### config.mk
export PLATFORM = sky130hd
export DESIGN_NAME = lsu_mem_port
export DESIGN_NICKNAME = d
export VERILOG_FILES = /design/src/rtl/lsu_pkg.sv /design/src/rtl/lsu_load_extract.sv /design/src/rtl/lsu_mem_port.sv
export SDC_FILE = /design/constraint.sdc
export NUM_CORES = 1
export LEC_CHECK = 0
export BUFFER_PORTS_ARGS = -buffer_cell sky130_fd_sc_hd__buf_2
export CAP_MARGIN = 20
export CORE_MARGIN = 1.5
export CORE_UTILIZATION = 55
export CTS_BUF_LIST = sky130_fd_sc_hd__clkbuf_4 sky130_fd_sc_hd__clkbuf_8
export CTS_CLUSTER_DIAMETER = 120
export DETAILED_ROUTE_END_ITERATION = 12
export PLACE_DENSITY = 0.86
export SYNTH_ARGS = -nofsm -noshare
export SYNTH_HDL_FRONTEND = slang
export SYNTH_SLANG_ARGS = --single-unit
### constraint.sdc
create_clock -name clk -period 4.6 [get_ports clk]
set_input_delay 0.92 -clock clk [delete_from_list [all_inputs] [get_ports clk]]
set_output_delay 0.92 -clock clk [all_outputs]
set_load 0.03 [all_outputs]
### src/rtl/lsu_pkg.sv
// rtl/lsu_pkg.sv - shared constants, FSM states and helpers for the load/store unit
package lsu_pkg;

  localparam logic [2:0] LB  = 3'b000;
  localparam logic [2:0] LH  = 3'b001;
  localparam logic [2:0] LW  = 3'b010;
  localparam logic [2:0] LBU = 3'b100;
  localparam logic [2:0] LHU = 3'b101;
  localparam logic [2:0] SB  = 3'b000;
  localparam logic [2:0] SH  = 3'b001;
  localparam logic [2:0] SW  = 3'b010;

  localparam logic [1:0] SZ_B = 2'd0;
  localparam logic [1:0] SZ_H = 2'd1;
  localparam logic [1:0] SZ_W = 2'd2;

  typedef enum logic [2:0] {
    ST_IDLE,
    ST_REQ,
    ST_RESP,
    ST_DONE,
    ST_ERR
  } state_t;

  function automatic logic [3:0] lane_wstrb(input logic [1:0] size, input logic [1:0] off);
    case (size)
      SZ_B:    lane_wstrb = 4'b0001 << off;
      SZ_H:    lane_wstrb = 4'b0011 << off;
      default: lane_wstrb = 4'b1111;
    endcase
  endfunction

  function automatic logic [31:0] lane_wdata(input logic [1:0] size, input logic [31:0] data);
    case (size)
      SZ_B:    lane_wdata = {4{data[7:0]}};
      SZ_H:    lane_wdata = {2{data[15:0]}};
      default: lane_wdata = data;
    endcase
  endfunction

  // Only meaningful while rd|wr is asserted.
  function automatic logic req_valid(input logic rd, input logic wr,
                                     input logic [2:0] f3, input logic [1:0] off);
    logic legal;
    logic aligned;
    if (rd) legal = (f3 == LB) || (f3 == LH) || (f3 == LW) || (f3 == LBU) || (f3 == LHU);
    else    legal = (f3 == SB) || (f3 == SH) || (f3 == SW);
    case (f3[1:0])
      SZ_H:    aligned = ~off[0];
      SZ_W:    aligned = (off == 2'b00);
      default: aligned = 1'b1;
    endcase
    return !(rd && wr) && legal && aligned;
  endfunction

endpackage

### src/rtl/lsu_load_extract.sv
// rtl/lsu_load_extract.sv - selects and sign/zero-extends a byte, halfword or word from a read word
module lsu_load_extract
  import lsu_pkg::*;
(
  input  logic [31:0] rdata,
  input  logic [1:0]  offset,
  input  logic [1:0]  size,
  input  logic        sign,
  output logic [31:0] value
);

  logic [7:0]  byte_sel;
  logic [15:0] half_sel;

  always_comb begin
    case (offset)
      2'd0:    byte_sel = rdata[7:0];
      2'd1:    byte_sel = rdata[15:8];
      2'd2:    byte_sel = rdata[23:16];
      default: byte_sel = rdata[31:24];
    endcase
    half_sel = offset[1] ? rdata[31:16] : rdata[15:0];
    case (size)
      SZ_B:    value = {{24{sign & byte_sel[7]}}, byte_sel};
      SZ_H:    value = {{16{sign & half_sel[15]}}, half_sel};
      default: value = rdata;
    endcase
  end

endmodule

### src/rtl/lsu_mem_port.sv
// rtl/lsu_mem_port.sv - RV32I load/store unit: request/grant/response bus port with watchdog
module lsu_mem_port
  import lsu_pkg::*;
#(
  parameter int TIMEOUT = 255
) (
  input  logic        clk,
  input  logic        rst_n,
  input  logic        MemRead,
  input  logic        MemWrite,
  input  logic [2:0]  funct3,
  input  logic [31:0] addr,
  input  logic [31:0] rs2,
  output logic [31:0] DataOut,
  output logic        stall,
  output logic        lsu_done,
  output logic        lsu_err,
  output logic        mem_req,
  output logic        mem_we,
  output logic [31:0] mem_addr,
  output logic [3:0]  mem_wstrb,
  output logic [31:0] mem_wdata,
  input  logic        mem_gnt,
  input  logic        mem_rvalid,
  input  logic [31:0] mem_rdata
);

  localparam int CW = (TIMEOUT > 1) ? $clog2(TIMEOUT + 1) : 1;
  localparam logic [CW-1:0] WD_LAST = (TIMEOUT > 0) ? CW'(TIMEOUT - 1) : '0;

  state_t        state;
  state_t        state_next;
  logic [CW-1:0] wd_cnt;
  logic [1:0]    size_q;
  logic [1:0]    off_q;
  logic          sign_q;
  logic          access;
  logic          valid;
  logic          wd_expired;
  logic [31:0]   load_val;

  assign access     = MemRead | MemWrite;
  assign valid      = req_valid(MemRead, MemWrite, funct3, addr[1:0]);
  assign wd_expired = (TIMEOUT != 0) && (wd_cnt == WD_LAST);

  // A grant or response on the last allowed cycle still completes the access.
  always_comb begin
    state_next = state;
    stall      = 1'b0;
    mem_req    = 1'b0;
    lsu_done   = 1'b0;
    lsu_err    = 1'b0;
    case (state)
      ST_IDLE: begin
        stall = rst_n & access & valid;
        if (access) state_next = valid ? ST_REQ : ST_ERR;
      end
      ST_REQ: begin
        stall   = 1'b1;
        mem_req = 1'b1;
        if (mem_gnt)         state_next = mem_we ? ST_DONE : ST_RESP;
        else if (wd_expired) state_next = ST_ERR;
      end
      ST_RESP: begin
        stall = 1'b1;
        if (mem_rvalid)      state_next = ST_DONE;
        else if (wd_expired) state_next = ST_ERR;
      end
      ST_DONE: begin
        lsu_done   = 1'b1;
        state_next = ST_IDLE;
      end
      default: begin
        lsu_err    = 1'b1;
        state_next = ST_IDLE;
      end
    endcase
  end

  always_ff @(posedge clk or negedge rst_n) begin
    if (!rst_n) state <= ST_IDLE;
    else        state <= state_next;
  end

  always_ff @(posedge clk or negedge rst_n) begin
    if (!rst_n) begin
      mem_we    <= 1'b0;
      mem_addr  <= '0;
      mem_wstrb <= '0;
      mem_wdata <= '0;
      size_q    <= '0;
      off_q     <= '0;
      sign_q    <= 1'b0;
    end else if (state == ST_IDLE && access && valid) begin
      mem_we    <= MemWrite;
      mem_addr  <= {addr[31:2], 2'b00};
      mem_wstrb <= MemWrite ? lane_wstrb(funct3[1:0], addr[1:0]) : 4'b0000;
      mem_wdata <= MemWrite ? lane_wdata(funct3[1:0], rs2) : 32'h0;
      size_q    <= funct3[1:0];
      off_q     <= addr[1:0];
      sign_q    <= ~funct3[2];
    end
  end

  always_ff @(posedge clk or negedge rst_n) begin
    if (!rst_n)                                    wd_cnt <= '0;
    else if (state == ST_IDLE)                     wd_cnt <= '0;
    else if (state == ST_REQ || state == ST_RESP)  wd_cnt <= wd_cnt + 1'b1;
  end

  lsu_load_extract u_extract (
    .rdata  (mem_rdata),
    .offset (off_q),
    .size   (size_q),
    .sign   (sign_q),
    .value  (load_val)
  );

  always_ff @(posedge clk or negedge rst_n) begin
    if (!rst_n)                                 DataOut <= '0;
    else if (state == ST_RESP && mem_rvalid)    DataOut <= load_val;
  end

endmodule
==> PnR_summary.wiki, run 1 <==
{| class="wikitable"
! Metric !! Value
|-
| Outcome || complete, no violations
|-
| Antenna-violating nets left || 0
|-
| Buffers added on ports || 207
|-
| CP top delay family || simple AND/OR/NAND/NOR gates
|-
| Leakage dissipation || 0.00349 uW
|-
| Gr usage total || 0.292
|-
| Maximum fanout count along the critical path || 14
|-
| Largest stage delay, worst path || between 0.4 and 0.5 ns
|-
| Number of buffers inserted during clock tree synthesis || 17
|-
| Fin Setup TNS || 0 ns
|-
| Largest family of logic cells by synthesized area || compound AO/OA/AOI/OAI gates
|-
| Fraction of layout instances using a drive strength above 1 || 0.416
|-
| Unrepaired setup endpoints after global routing || false
|-
| Cell depth of the worst flop-to-flop path || 5
|-
| Total count of hold-check failures in the final report || 0
|-
| Clock period minus final worst setup slack || 3.75 ns
|-
| Clock tree from TritonCTS || built
|-
| Compound-gate portion of the synthesized area || 0.186
|-
| Count of unique library cells instantiated by Yosys || 51
|-
| Basic-gate share of the synthesized area counting and, or, nand and nor cells || 0.109
|-
| Yosys top cell area share || 0.529
|-
| #FFs+latches synth || 115
|-
| CP Capture Type || output pin
|-
| Number of vias per cell after detailed routing || roughly 5.7
|-
| Switching power total || 2390 uW
|-
| Post-synthesis share of cell area spent on xor and xnor gates || 0.0113
|-
| Crit path top cell by count || buf_2
|-
| Share of flip-flops with an asynchronous set or reset || 1.00
|-
| Number of cells on the worst hold path || 1
|-
| Post-CTS repair timing setup buffer count || 0
|-
| Filler-free cell count of the finished design || 839
|-
| Share of total power consumed by net switching || 0.460
|-
| P per Cell Area || between 700 and 800 nW/um2
|-
| Max Clock Skew || about 0.015 ns
|-
| FP Rows || 36
|-
| Starting density of the core || 0.561
|-
| Area of the placeable core || 9680 um2
|-
| Detailed-route via count || 4799
|-
| Startpoint kind of the worst setup timing path || input port
|-
| Router iterations before antenna repair || 4
|-
| Worst min-delay path startpoint || mem_wdata[12]
|-
| Slowest cell on the critical path || ha_1
|-
| Remaining Overflow, GRT || 0
|-
| Max-slew headroom || 0.338
|-
| Post-DP HPWL || 10.9 mm
|-
| Count of filler cells inserted in the layout || approximately 720
|-
| Cell taking the most area after synthesis || dfrtp_1
|-
| Most used DFF post-synth || dfrtp_1
|-
| Clock power share || 0.178
|-
| Worst hold path type || register to register
|-
| # DRC || 0
|-
| Placer's final routability congestion estimate || 0.868
|-
| Vias in the first global route || 4783
|-
| TritonCTS sink count || 115
|-
| N_diodes || 0
|-
| Worst reg2reg setup slack || a little under 2 ns
|-
| Post-CTS sizing || 0
|-
| DRT iter0 DRCs || about 250
|-
| Count of flip-flops with a built-in enable after synthesis || 0
|-
| Top-Level Pins || 210
|-
| Slew @ Worst Pin || 0.992 ns
|-
| Relative contribution of combinational cells to total power || 0.469
|-
| Multi-input logic area || 2340 um2
|-
| H-tree level count || 4
|-
| Max Freq || 267 MHz
|-
| Final standard cell utilization of the core || 0.714
|-
| Placed cells || 806
|-
| Final cycle utilization of the critical path || 0.815
|-
| Data arrival time of the critical path || ~2.8 ns
|-
| Max-capacitance violation count || 0
|-
| Internal Pwr Total || 2820 uW
|-
| Worst-path clk slew || 0.07 ns
|-
| Cells along the critical path || buf_2, inv_1, ha_1, or2_2, o21ai_0, or3_4, o22ai_1, buf_2
|-
| Number of antenna violations at the first check in global routing || 0
|-
| Adder-cell area share of the yosys netlist || 0.0115
|-
| Buffer and inverter count on the worst path || 3
|-
| Wire length of the first global-routing pass || 23.1 mm
|-
| Hold-fix buffers at CTS || 0
|-
| Worst flop-to-flop path endpoint || mem_addr[5]
|-
| Instance count of the mapped netlist || 497
|-
| Syn Std Cell Area || 5440 um2
|-
| Area of the die || 10500 um2
|-
| Top cells by area, synth || dfrtp_1 53%, mux2_4 5.5%, a21oi_1 4.6%
|-
| Maximum resistive drop on vdd || 0.472 mV
|-
| Synth Warn # || 0
|-
| Worst Hold Endpoint || mem_wdata[12]
|-
| Overall die width || 102 um
|-
| Total number of nets in the final design || 803
|-
| Die height || 102 um
|-
| Deepest clock path buffer count || 2
|-
| Clock root buffer || clkbuf_8
|-
| Part of the total power dissipated in sequential elements || 0.353
|-
| Pin count of the biggest net entering global routing || 74
|-
| Worst endpoint required time || 3.68 ns
|-
| Class of the most critical setup path || input port to output pin
|-
| WL/cell || approximately 18 um
|-
| Total Wirelength || 15.0 mm
|-
| Post-synthesis mux area share || 0.109
|-
| Sequential-to-total area share from yosys stat || 0.529
|-
| Pins over their slew limit || 0
|-
| Post-synthesis average cell area || 10.9 um2
|-
| Setup-failing EPs final || 0
|-
| Total area of sequential cells || ~2900 um2
|-
| Worst skew pair latency || about 0.43 ns
|-
| Synthesis-to-finish area growth || 27.2%
|-
| Launching point of the worst reg2reg path || state[2]
|}
==> cell type report <==
| class | instances | area share |
|---|---|---|
| multi-input cells | 333 | 0.338 |
| flip-flops and latches | 115 | 0.416 |
| clock buffers | 18 | 0.0349 |
| repair buffers | 214 | 0.158 |
| inverters | 12 | 0.00651 |
| well taps | 133 | 0.0241 |
| clock inverters | 14 | 0.0224 |
==> stage by stage <==
stage,worst slack [ns],total power (uW),hold WS (ns),area (um2)
6_report,0.852,5210,0.489,6910
5_1_grt,0.748,5510,0.502,6910
4_1_cts,0.888,5230,0.492,6910
3_5_place_dp,0.853,4280,0.469,6510
3_3_place_gp,0.990,4210,0.467,6510
2_1_floorplan,0.893,3540,0.494,5440
==> routing by layer <==
layer / share of wire / routed length, um / global-route usage
met1: 0.40 / 5980 / 0.368
met2: 0.49 / 7350 / 0.478
met3: 0.084 / 1260 / 0.0718
met4: 0.029 / 437 / 0.138
met5: 0 / 0 / 0
==> cell usage in the layout (no fill, tap or decap), types with 2 or more instances in the layout <==
master	n
inv_1	12
nand2b_1	4
mux2i_1	9
o211ai_1	3
clkbuf_8	17
bufinv_16	2
buf_4	8
mux2_4	20
nor2b_1	4
inv_6	2
o21ai_0	10
conb_1	2
o2bb2ai_1	23
xnor2_1	7
clkinv_2	2
clkinv_4	6
a22o_1	20
nor2_1	51
a21o_1	2
nand2_1	36
o21a_1	6
or3_1	3
buf_2	206
a31o_2	6
a211oi_1	6
dfrtp_1	115
a31oi_1	2
clkinvlp_4	2
nor4b_1	2
a21oi_1	50
nand4_1	2
a221oi_1	8
ha_1	5
nand3_1	6
nor3_1	9
mux2_2	16
==> power groups by stage <==
stage | clock (uW) | sequential (uW) | combinational, uW
after floorplan | 0 | 2530 | 1010
after global placement | 0 | 1810 | 2400
after detailed placement | 0 | 1830 | 2450
after CTS | 942 | 1830 | 2450
after global routing | 995 | 1900 | 2620
final | 928 | 1840 | 2440
==> cells by family (layout without fill, tap and decap cells) <==
family,count (synthesis),in the layout
other,1,2
xor gates and xnor gates,7,7
buffers and inverters,50,258
adders and majority gates,5,5
and+or+nand+nor,128,128
AOI/OAI and AO/OA,145,145
DFF,115,115
muxes,46,46
==> sequential cells by signal, summed over array words and instances, names as in the netlist, 2 cells and up <==
name,cells
DataOut,32
mem_wdata,32
mem_addr,30
wd_cnt,8
mem_wstrb,4
state,3
off_q,2
size_q,2
==> worst max path at each step <==
stage / slack, ns / from / to / cells past startpoint
CTS: 0.89 / funct3[1] / stall / 8
finish: 0.85 / funct3[1] / stall / 8
global route: 0.75 / funct3[1] / stall / 8
floorplan: 0.89 / funct3[0] / stall / 8
detailed placement: 0.85 / funct3[0] / mem_addr[30] / 8
global placement: 0.99 / funct3[0] / mem_addr[31] / 8
==> synth_stat cells, drive strengths merged (3+ instances only) <==
master   number
nor2         51
a31o          6
o211ai        3
nand2b        4
mux2         36
o21a          6
a21oi        50
a221oi        8
inv          12
clkbuf       25
ha            5
nand3         6
o21ai        12
buf          13
dfrtp       115
a22o         20
a211oi        6
o2bb2ai      23
or3           4
nor3         10
mux2i         9
nand2        36
xnor2         7
nor2b         4
(Power assumes the default switching activity.)
==> run 2: changes to the inputs <==
--- a/config.mk
+++ b/config.mk
@@ -8,11 +8,11 @@
 export BUFFER_PORTS_ARGS = -buffer_cell sky130_fd_sc_hd__buf_2
 export CAP_MARGIN = 20
 export CORE_MARGIN = 1.5
-export CORE_UTILIZATION = 55
+export CORE_UTILIZATION = 51
 export CTS_BUF_LIST = sky130_fd_sc_hd__clkbuf_4 sky130_fd_sc_hd__clkbuf_8
 export CTS_CLUSTER_DIAMETER = 120
 export DETAILED_ROUTE_END_ITERATION = 12
-export PLACE_DENSITY = 0.86
+export PLACE_DENSITY = 0.8
 export SYNTH_ARGS = -nofsm -noshare
 export SYNTH_HDL_FRONTEND = slang
 export SYNTH_SLANG_ARGS = --single-unit
==> constraint.sdc (replaced) <==
create_clock -name clk -period 3.9 [get_ports clk]
set_input_delay 0.78 -clock clk [delete_from_list [all_inputs] [get_ports clk]]
set_output_delay 0.78 -clock clk [all_outputs]
set_load 0.03 [all_outputs]
==> PnR_summary.wiki, run 2 (same netlist as run 1, synthesis figures left out) <==
{| class="wikitable"
! Metric !! Value
|-
| Outcome || complete, no violations
|-
| Worst skew pair latency || 0.42 ns (about the same)
|-
| Total Power Consumption || 6280 uW (+21%)
|-
| Overall die width || 106 um (+3.7%)
|-
| Finished Cell Area || 6990 um2 (+1.0%)
|-
| Number of buffers inserted during clock tree synthesis || 17 (unchanged)
|-
| Worst min-delay path startpoint || mem_wdata[30]
|-
| Area of the die || 11300 um2 (+7.6%)
|-
| Leading cell type in the layout, fill and taps excluded || buf_2
|-
| Worst hold path type || register to register
|-
| Largest stage delay, worst path || 0.60 ns (+0.15 ns)
|-
| Hold_ws || 0.490 ns (+0.00115 ns)
|-
| Antenna-violating nets left || 0 (unchanged)
|-
| Max-slew headroom || 0.326 (-0.0122)
|-
| Count of filler cells inserted in the layout || 842 (+16%)
|-
| Number of vias per cell after detailed routing || 5.69 (-0.54%)
|-
| Deepest clock path buffer count || 2 (unchanged)
|-
| Total count of hold-check failures in the final report || 0 (unchanged)
|-
| Remaining Overflow, GRT || 0 (unchanged)
|-
| DRT iter0 DRCs || 403 (+64%)
|-
| Total Wirelength || 15.3 mm (+1.5%)
|-
| Slowest cell on the critical path || dfrtp_1
|-
| Die height || 106 um (+3.7%)
|-
| # DRC || 0 (unchanged)
|-
| Placer's final routability congestion estimate || 0.948 (+9.2%)
|-
| Starting density of the core || 0.526 (-0.0348)
|-
| Number of antenna violations at the first check in global routing || 0 (unchanged)
|-
| Wire length of the first global-routing pass || 24.0 mm (+3.7%)
|-
| Final cycle utilization of the critical path || 0.844
|-
| Post-DP HPWL || 11.1 mm (+1.8%)
|-
| Commonest cells after routing, fill and taps aside || 206 x buf_2, 115 x dfrtp_1, 51 x nor2_1
|-
| Placed Area || 6550 um2 (+0.60%)
|-
| Total number of nets in the final design || 807 (+0.50%)
|-
| Internal Pwr Total || 3460 uW (+23%)
|-
| Startpoint kind of the worst setup timing path || register
|-
| Largest regs || DataOut: 32 flops, mem_wdata: 32 flops, mem_addr: 30 flops
|-
| Relative contribution of combinational cells to total power || 0.468 (about the same)
|-
| Leakage dissipation || 0.00352 uW (+0.82%)
|-
| N_diodes || 0 (unchanged)
|-
| Critical path origin || state[2]
|-
| Worst reg2reg setup slack || 1.23 ns (-0.76 ns)
|-
| FP Rows || 37 (+2.8%)
|-
| Pins over their slew limit || 0 (unchanged)
|-
| Switching power total || 2820 uW (+18%)
|-
| Clock period minus final worst setup slack || 3.29 ns
|-
| Area of the placeable core || 10300 um2 (+6.6%)
|-
| Maximum resistive drop on vdd || 0.535 mV (+13%)
|-
| TritonCTS sink count || 115 (unchanged)
|-
| Detailed-route via count || 4807 (+0.17%)
|-
| H-tree level count || 4 (unchanged)
|-
| Router iterations before antenna repair || 5 (+1)
|-
| Fin Setup TNS || 0 ns (unchanged)
|-
| Setup-failing EPs final || 0 (unchanged)
|-
| CP Capture Type || output pin
|-
| Worst-path clk slew || 0.07 ns (about the same)
|-
| Worst endpoint required time || 3.12 ns (-0.56 ns)
|-
| Hold-fix buffers at CTS || 0 (unchanged)
|-
| Clock power share || 0.190 (+0.012)
|-
| Maximum fanout count along the critical path || 19 (+5)
|-
| Max Clock Skew || 0.0117 ns (-0.00349 ns)
|-
| Post-CTS sizing || 0 (unchanged)
|-
| Part of the total power dissipated in sequential elements || 0.341 (-0.012)
|-
| Buffers added on ports || 207 (unchanged)
|-
| Vias in the first global route || 4891 (+2.3%)
|-
| Share of total power consumed by net switching || 0.450 (-0.0100)
|-
| Synthesis-to-finish area growth || 28.5%
|-
| Data arrival time of the critical path || 2.51 ns (-0.32 ns)
|-
| Unrepaired setup endpoints after global routing || false
|-
| P per Cell Area || 899 nW/um2 (+19%)
|-
| Clock tree from TritonCTS || built
|-
| Top-Level Pins || 210 (unchanged)
|-
| WL/cell || 18.0 um (+0.78%)
|-
| Gr usage total || 0.275 (-0.0179)
|-
| Pin count of the biggest net entering global routing || 74 (unchanged)
|-
| Post-CTS repair timing setup buffer count || 0 (unchanged)
|-
| Cells along the critical path || nor3_4, o21ai_2, or3_4, o22ai_1, buf_2
|-
| Max Freq || between 300 and 400 MHz
|-
| Class of the most critical setup path || register to output pin
|-
| Fraction of layout instances using a drive strength above 1 || 0.420 (+0.00388)
|-
| Launching point of the worst reg2reg path || state[2]
|-
| Slew @ Worst Pin || 1.01 ns (+0.0128 ns)
|-
| Max-capacitance violation count || 0 (unchanged)
|-
| Clock root buffer || clkbuf_8
|}
==> run 2: power groups by stage <==
| stage | Sequential (uW) | Clock [uW] | Combinational, uW |
|---|---|---|---|
| after floorplan | 2980 | 0 | 1190 |
| after global placement | 2120 | 0 | 2870 |
| after detailed placement | 2150 | 0 | 2950 |
| after CTS | 2140 | 1220 | 2950 |
| after global routing | 2210 | 1260 | 3130 |
| final | 2140 | 1200 | 2940 |
==> run 2: cell type report <==
cell class	count	area (um2)	share of cell area
inverters	12	45.0	0.00645
clock inverters	12	181	0.0260
clock buffers	19	249	0.0356
multi-input cells	333	2340	0.335
repair buffers	218	1120	0.160
flip-flops and latches	115	2880	0.412
well taps	136	170	0.0244
==> run 2: routing by layer <==
layer | up-vias | routed length, um | GRT usage
met3 | 35 | 1270 | 0.0742
met2 | 256 | 7660 | 0.465
li1 | 2192 | - | -
met5 | - | 0 | 0
met4 | 0 | 351 | 0.107
met1 | 2324 | 5970 | 0.334
==> run 2: metrics by stage <==
step,cells,util,setup slack (ns)
3_3_place_gp,813,0.634,0.776
3_5_place_dp,813,0.634,0.673
2_1_floorplan,498,-,0.473
5_1_grt,845,0.677,0.482
6_report,845,0.677,0.610
4_1_cts,844,0.676,0.586
==> run 2: critical path, delay by kind of cell (launching register included) <==
kind            cells  cell delay [ns]
compound gates      2             0.32
simple gates        2             0.92
flops               1             0.60
buf+inv             1             0.24
==> run 2: path summary, 6_finish.rpt <==
kind / end / depth (start not counted)
setup / recovery: stall / 5
hold / removal: mem_wdata[30] / 1
setup reg to reg: mem_addr[9] / 5
hold reg to reg: mem_wdata[30] / 1
max in group asynchronous: mem_we / 3
min in group asynchronous: mem_addr[12] / 2
==> run 3: changes to the inputs <==
--- a/config.mk
+++ b/config.mk
@@ -5,14 +5,15 @@
 export SDC_FILE = /design/constraint.sdc
 export NUM_CORES = 1
 export LEC_CHECK = 0
+export ABC_AREA = 1
 export BUFFER_PORTS_ARGS = -buffer_cell sky130_fd_sc_hd__buf_2
 export CAP_MARGIN = 20
 export CORE_MARGIN = 1.5
-export CORE_UTILIZATION = 51
+export CORE_UTILIZATION = 48
 export CTS_BUF_LIST = sky130_fd_sc_hd__clkbuf_4 sky130_fd_sc_hd__clkbuf_8
 export CTS_CLUSTER_DIAMETER = 120
 export DETAILED_ROUTE_END_ITERATION = 12
-export PLACE_DENSITY = 0.8
+export PLACE_DENSITY = 0.77
 export SYNTH_ARGS = -nofsm -noshare
 export SYNTH_HDL_FRONTEND = slang
 export SYNTH_SLANG_ARGS = --single-unit
==> constraint.sdc (replaced) <==
create_clock -name clk -period 2.9 [get_ports clk]
set_input_delay 0.58 -clock clk [delete_from_list [all_inputs] [get_ports clk]]
set_output_delay 0.58 -clock clk [all_outputs]
set_load 0.03 [all_outputs]
==> PnR_summary.wiki, run 3 <==
{| class="wikitable"
! Metric !! Value
|-
| Outcome || complete, no violations
|-
| Overall die width || 117 um (+10%)
|-
| Cell types with the highest counts after synthesis || 257 x nand2_1, 115 x dfrtp_1, 106 x inv_1, 67 x nor2_1, 54 x o21ai_0
|-
| Top-Level Pins || 210 (unchanged)
|-
| Leakage dissipation || 0.00451 uW (+28%)
|-
| TritonCTS sink count || 115 (unchanged)
|-
| H-tree level count || 4 (unchanged)
|-
| N_diodes || 0 (unchanged)
|-
| Launching point of the worst reg2reg path || state[2]
|-
| Count of flip-flops with a built-in enable after synthesis || 0 (unchanged)
|-
| Max Clock Skew || 0.00661 ns (-0.00513 ns)
|-
| #FFs+latches synth || 115 (unchanged)
|-
| Worst slack after detailed placement || 0.461 ns (-0.212 ns)
|-
| Maximum resistive drop on vdd || 0.650 mV (+21%)
|-
| WL/cell || 13.5 um (-25%)
|-
| Router iterations before antenna repair || 5 (unchanged)
|-
| Met3 capacity usage during global routing || 0.0696 (-0.00464)
|-
| Met1 routing resource usage after global routing || 0.322 (-0.0111)
|-
| Clock period minus final worst setup slack || around 2.5 ns
|-
| Unrepaired setup endpoints after global routing || false
|-
| Synth Warn # || 0 (unchanged)
|-
| Final cycle utilization of the critical path || 0.845
|-
| Number of antenna violations at the first check in global routing || 0 (unchanged)
|-
| Cell with the most instances after synthesis || nand2_1
|-
| Starting density of the core || 0.496 (-0.0309)
|-
| Global routing usage on met2 || 0.387 (-0.0778)
|-
| P per Cell Area || 1100 nW/um2 (+22%)
|-
| Die height || 117 um (+10%)
|-
| Total number of nets in the final design || 1134 (+41%)
|-
| Worst hold path type || input port to asynchronous set/reset pin
|-
| Startpoint kind of the worst setup timing path || input port
|-
| Buffers added on ports || 207 (unchanged)
|-
| FP Rows || 41 (+11%)
|-
| Area of the die || 13800 um2 (+22%)
|-
| Sequential-to-total area share from yosys stat || 0.458 (-0.0712)
|-
| Worst flop-to-flop path endpoint || DataOut[13]
|-
| Critical path origin || funct3[1]
|-
| Post-DP HPWL || 11.8 mm (+5.9%)
|-
| Pins over their slew limit || 0 (unchanged)
|-
| Worst reg2reg setup slack || 1.03 ns (-0.20 ns)
|-
| Crit path top cell by count || buf_2
|-
| Buffer and inverter count on the worst path || 4 (+3)
|-
| Most used DFF post-synth || dfrtp_1
|-
| CP Capture Type || output pin
|-
| # DRC || 0 (unchanged)
|-
| Synthesis-to-finish area growth || 23.6%
|-
| Max-slew headroom || 0.553 (+0.227)
|-
| Number of vias per cell after detailed routing || 4.92 (-14%)
|-
| Slowest cell on the critical path || ha_1
|-
| Remaining Overflow, GRT || 0 (unchanged)
|-
| Wire length of the first global-routing pass || 27.3 mm (+14%)
|-
| Cells along the critical path || buf_2, inv_1, ha_1, buf_4, nand2_1, nand3_1, nand3_4, o21ai_2, buf_2
|-
| Top cells by area, synth || dfrtp_1 46%, nand2_1 15%, inv_1 6.3%
|-
| Leading cell type in the layout, fill and taps excluded || nand2_1
|-
| Count of unique library cells instantiated by Yosys || 30 (-41%)
|-
| Commonest cells after routing, fill and taps aside || 257 x nand2_1, 206 x buf_2, 115 x dfrtp_1
|-
| Max-capacitance violation count || 0 (unchanged)
|-
| Post-CTS sizing || 0 (unchanged)
|-
| Slew @ Worst Pin || 0.671 ns (-0.335 ns)
|-
| Placed cells || 1177 (+45%)
|-
| Syn Std Cell Area || 6280 um2 (+16%)
|-
| Gr usage total || 0.244 (-0.0305)
|-
| Placer's final routability congestion estimate || 0.913 (-3.7%)
|-
| Deepest clock path buffer count || 2 (unchanged)
|-
| Filler-free cell count of the finished design || 1206 (+43%)
|-
| Class of the most critical setup path || input port to output pin
|-
| Instance count of the mapped netlist || 825 (+66%)
|-
| Number of buffers inserted during clock tree synthesis || 17 (unchanged)
|-
| Hold-fix buffers at CTS || 0 (unchanged)
|-
| Clock root buffer || clkbuf_8
|-
| Pin count of the biggest net entering global routing || 129 (+74%)
|-
| Cell depth of the worst flop-to-flop path || 6 (+1)
|-
| Fraction of layout instances using a drive strength above 1 || 0.315 (-0.105)
|-
| Vias in the first global route || 5618 (+15%)
|-
| Worst endpoint required time || 2.32 ns (-0.80 ns)
|-
| Yosys top cell area share || 0.458 (-0.0712)
|-
| Setup-failing EPs final || 0 (unchanged)
|-
| Cell taking the most area after synthesis || dfrtp_1
|-
| Final setup slack of the worst path || 0.449 ns (-0.161 ns)
|-
| Largest regs || DataOut: 32 flops, mem_wdata: 32 flops, mem_addr: 30 flops
|-
| Total count of hold-check failures in the final report || 0 (unchanged)
|-
| CP top delay family || buffers and inverters
|-
| DRT iter0 DRCs || 375 (-6.9%)
|-
| Detailed-route via count || 5929 (+23%)
|-
| Worst skew pair latency || 0.43 ns (about the same)
|-
| Worst-path clk slew || 0.06 ns (about the same)
|-
| Maximum fanout count along the critical path || 12 (-7)
|-
| Post-CTS repair timing setup buffer count || 0 (unchanged)
|-
| Fin Setup TNS || 0 ns (unchanged)
|-
| Area of the placeable core || 12700 um2 (+23%)
|-
| Post-synthesis average cell area || 7.61 um2 (-30%)
|-
| Final standard cell utilization of the core || 0.613 (-0.0640)
|-
| Data arrival time of the critical path || 1.87 ns (-0.64 ns)
|-
| Max Freq || 408 MHz
|-
| Clock tree from TritonCTS || built
|-
| Total Wirelength || 16.2 mm (+6.5%)
|-
| Share of flip-flops with an asynchronous set or reset || 1.00 (unchanged)
|-
| Antenna-violating nets left || 0 (unchanged)
|-
| Largest stage delay, worst path || 0.23 ns (-0.37 ns)
|-
| Global-route layer with the greatest usage || met2
|}
[run 3: where the power goes]
group	switching [uW]	total, uW	internal, uW
Sequential	448	2790	2340
Clock	610	1390	778
Combinational	3000	4360	1350
[run 3: worst register-to-register path: cells and delay by family, from the launching register on]
family	cells	cell delay, ns
AOI/OAI and AO/OA	2	0.29
and+or+nand+nor	4	1.01
DFF	1	0.47
[run 3: layout make-up]
| class | instances | area (um2) |
|---|---|---|
| Fill cell | 1183 | 4910 |
| Sequential cell | 115 | 2880 |
| Multi-Input combinational cell | 561 | 2730 |
| Timing Repair Buffer | 221 | 1170 |
| Inverter | 108 | 405 |
| Clock buffer | 24 | 312 |
| Tap cell | 172 | 215 |
| Clock inverter | 5 | 52.6 |
[run 3: worst max path at each step]
stage / end / slack, ns / cells past startpoint
2_1_floorplan: stall / 0.35 / 11
3_3_place_gp: stall / 0.48 / 9
3_5_place_dp: stall / 0.46 / 9
4_1_cts: stall / 0.45 / 9
5_1_grt: stall / 0.36 / 10
6_report: stall / 0.45 / 9
[run 3: metal layers]
layer	wire, um	vias up
met4	270	0
met5	0	-
met1	7190	2687
met3	1340	29
li1	-	2965
met2	7430	248
[run 3: kinds of logic (layout without fill, tap and decap cells)]
kind of cell / after synthesis / after routing / share of synthesized area
other: 1 / 2 / 0.000597
AND/OR/NAND/NOR: 416 / 416 / 0.278
adder cells (fa/ha/maj): 5 / 5 / 0.00996
buffers and inverters: 150 / 358 / 0.108
AO/OA/AOI/OAI: 138 / 138 / 0.145
flip-flops: 115 / 115 / 0.458
[run 3: metrics by stage]
stage / hold WS [ns] / power, uW / area, um2
2_1_floorplan: 0.284 / 5900 / 6280
3_3_place_gp: 0.458 / 7110 / 7400
3_5_place_dp: 0.461 / 7170 / 7400
4_1_cts: 0.271 / 8590 / 7760
5_1_grt: 0.266 / 9120 / 7760
6_report: 0.194 / 8540 / 7760
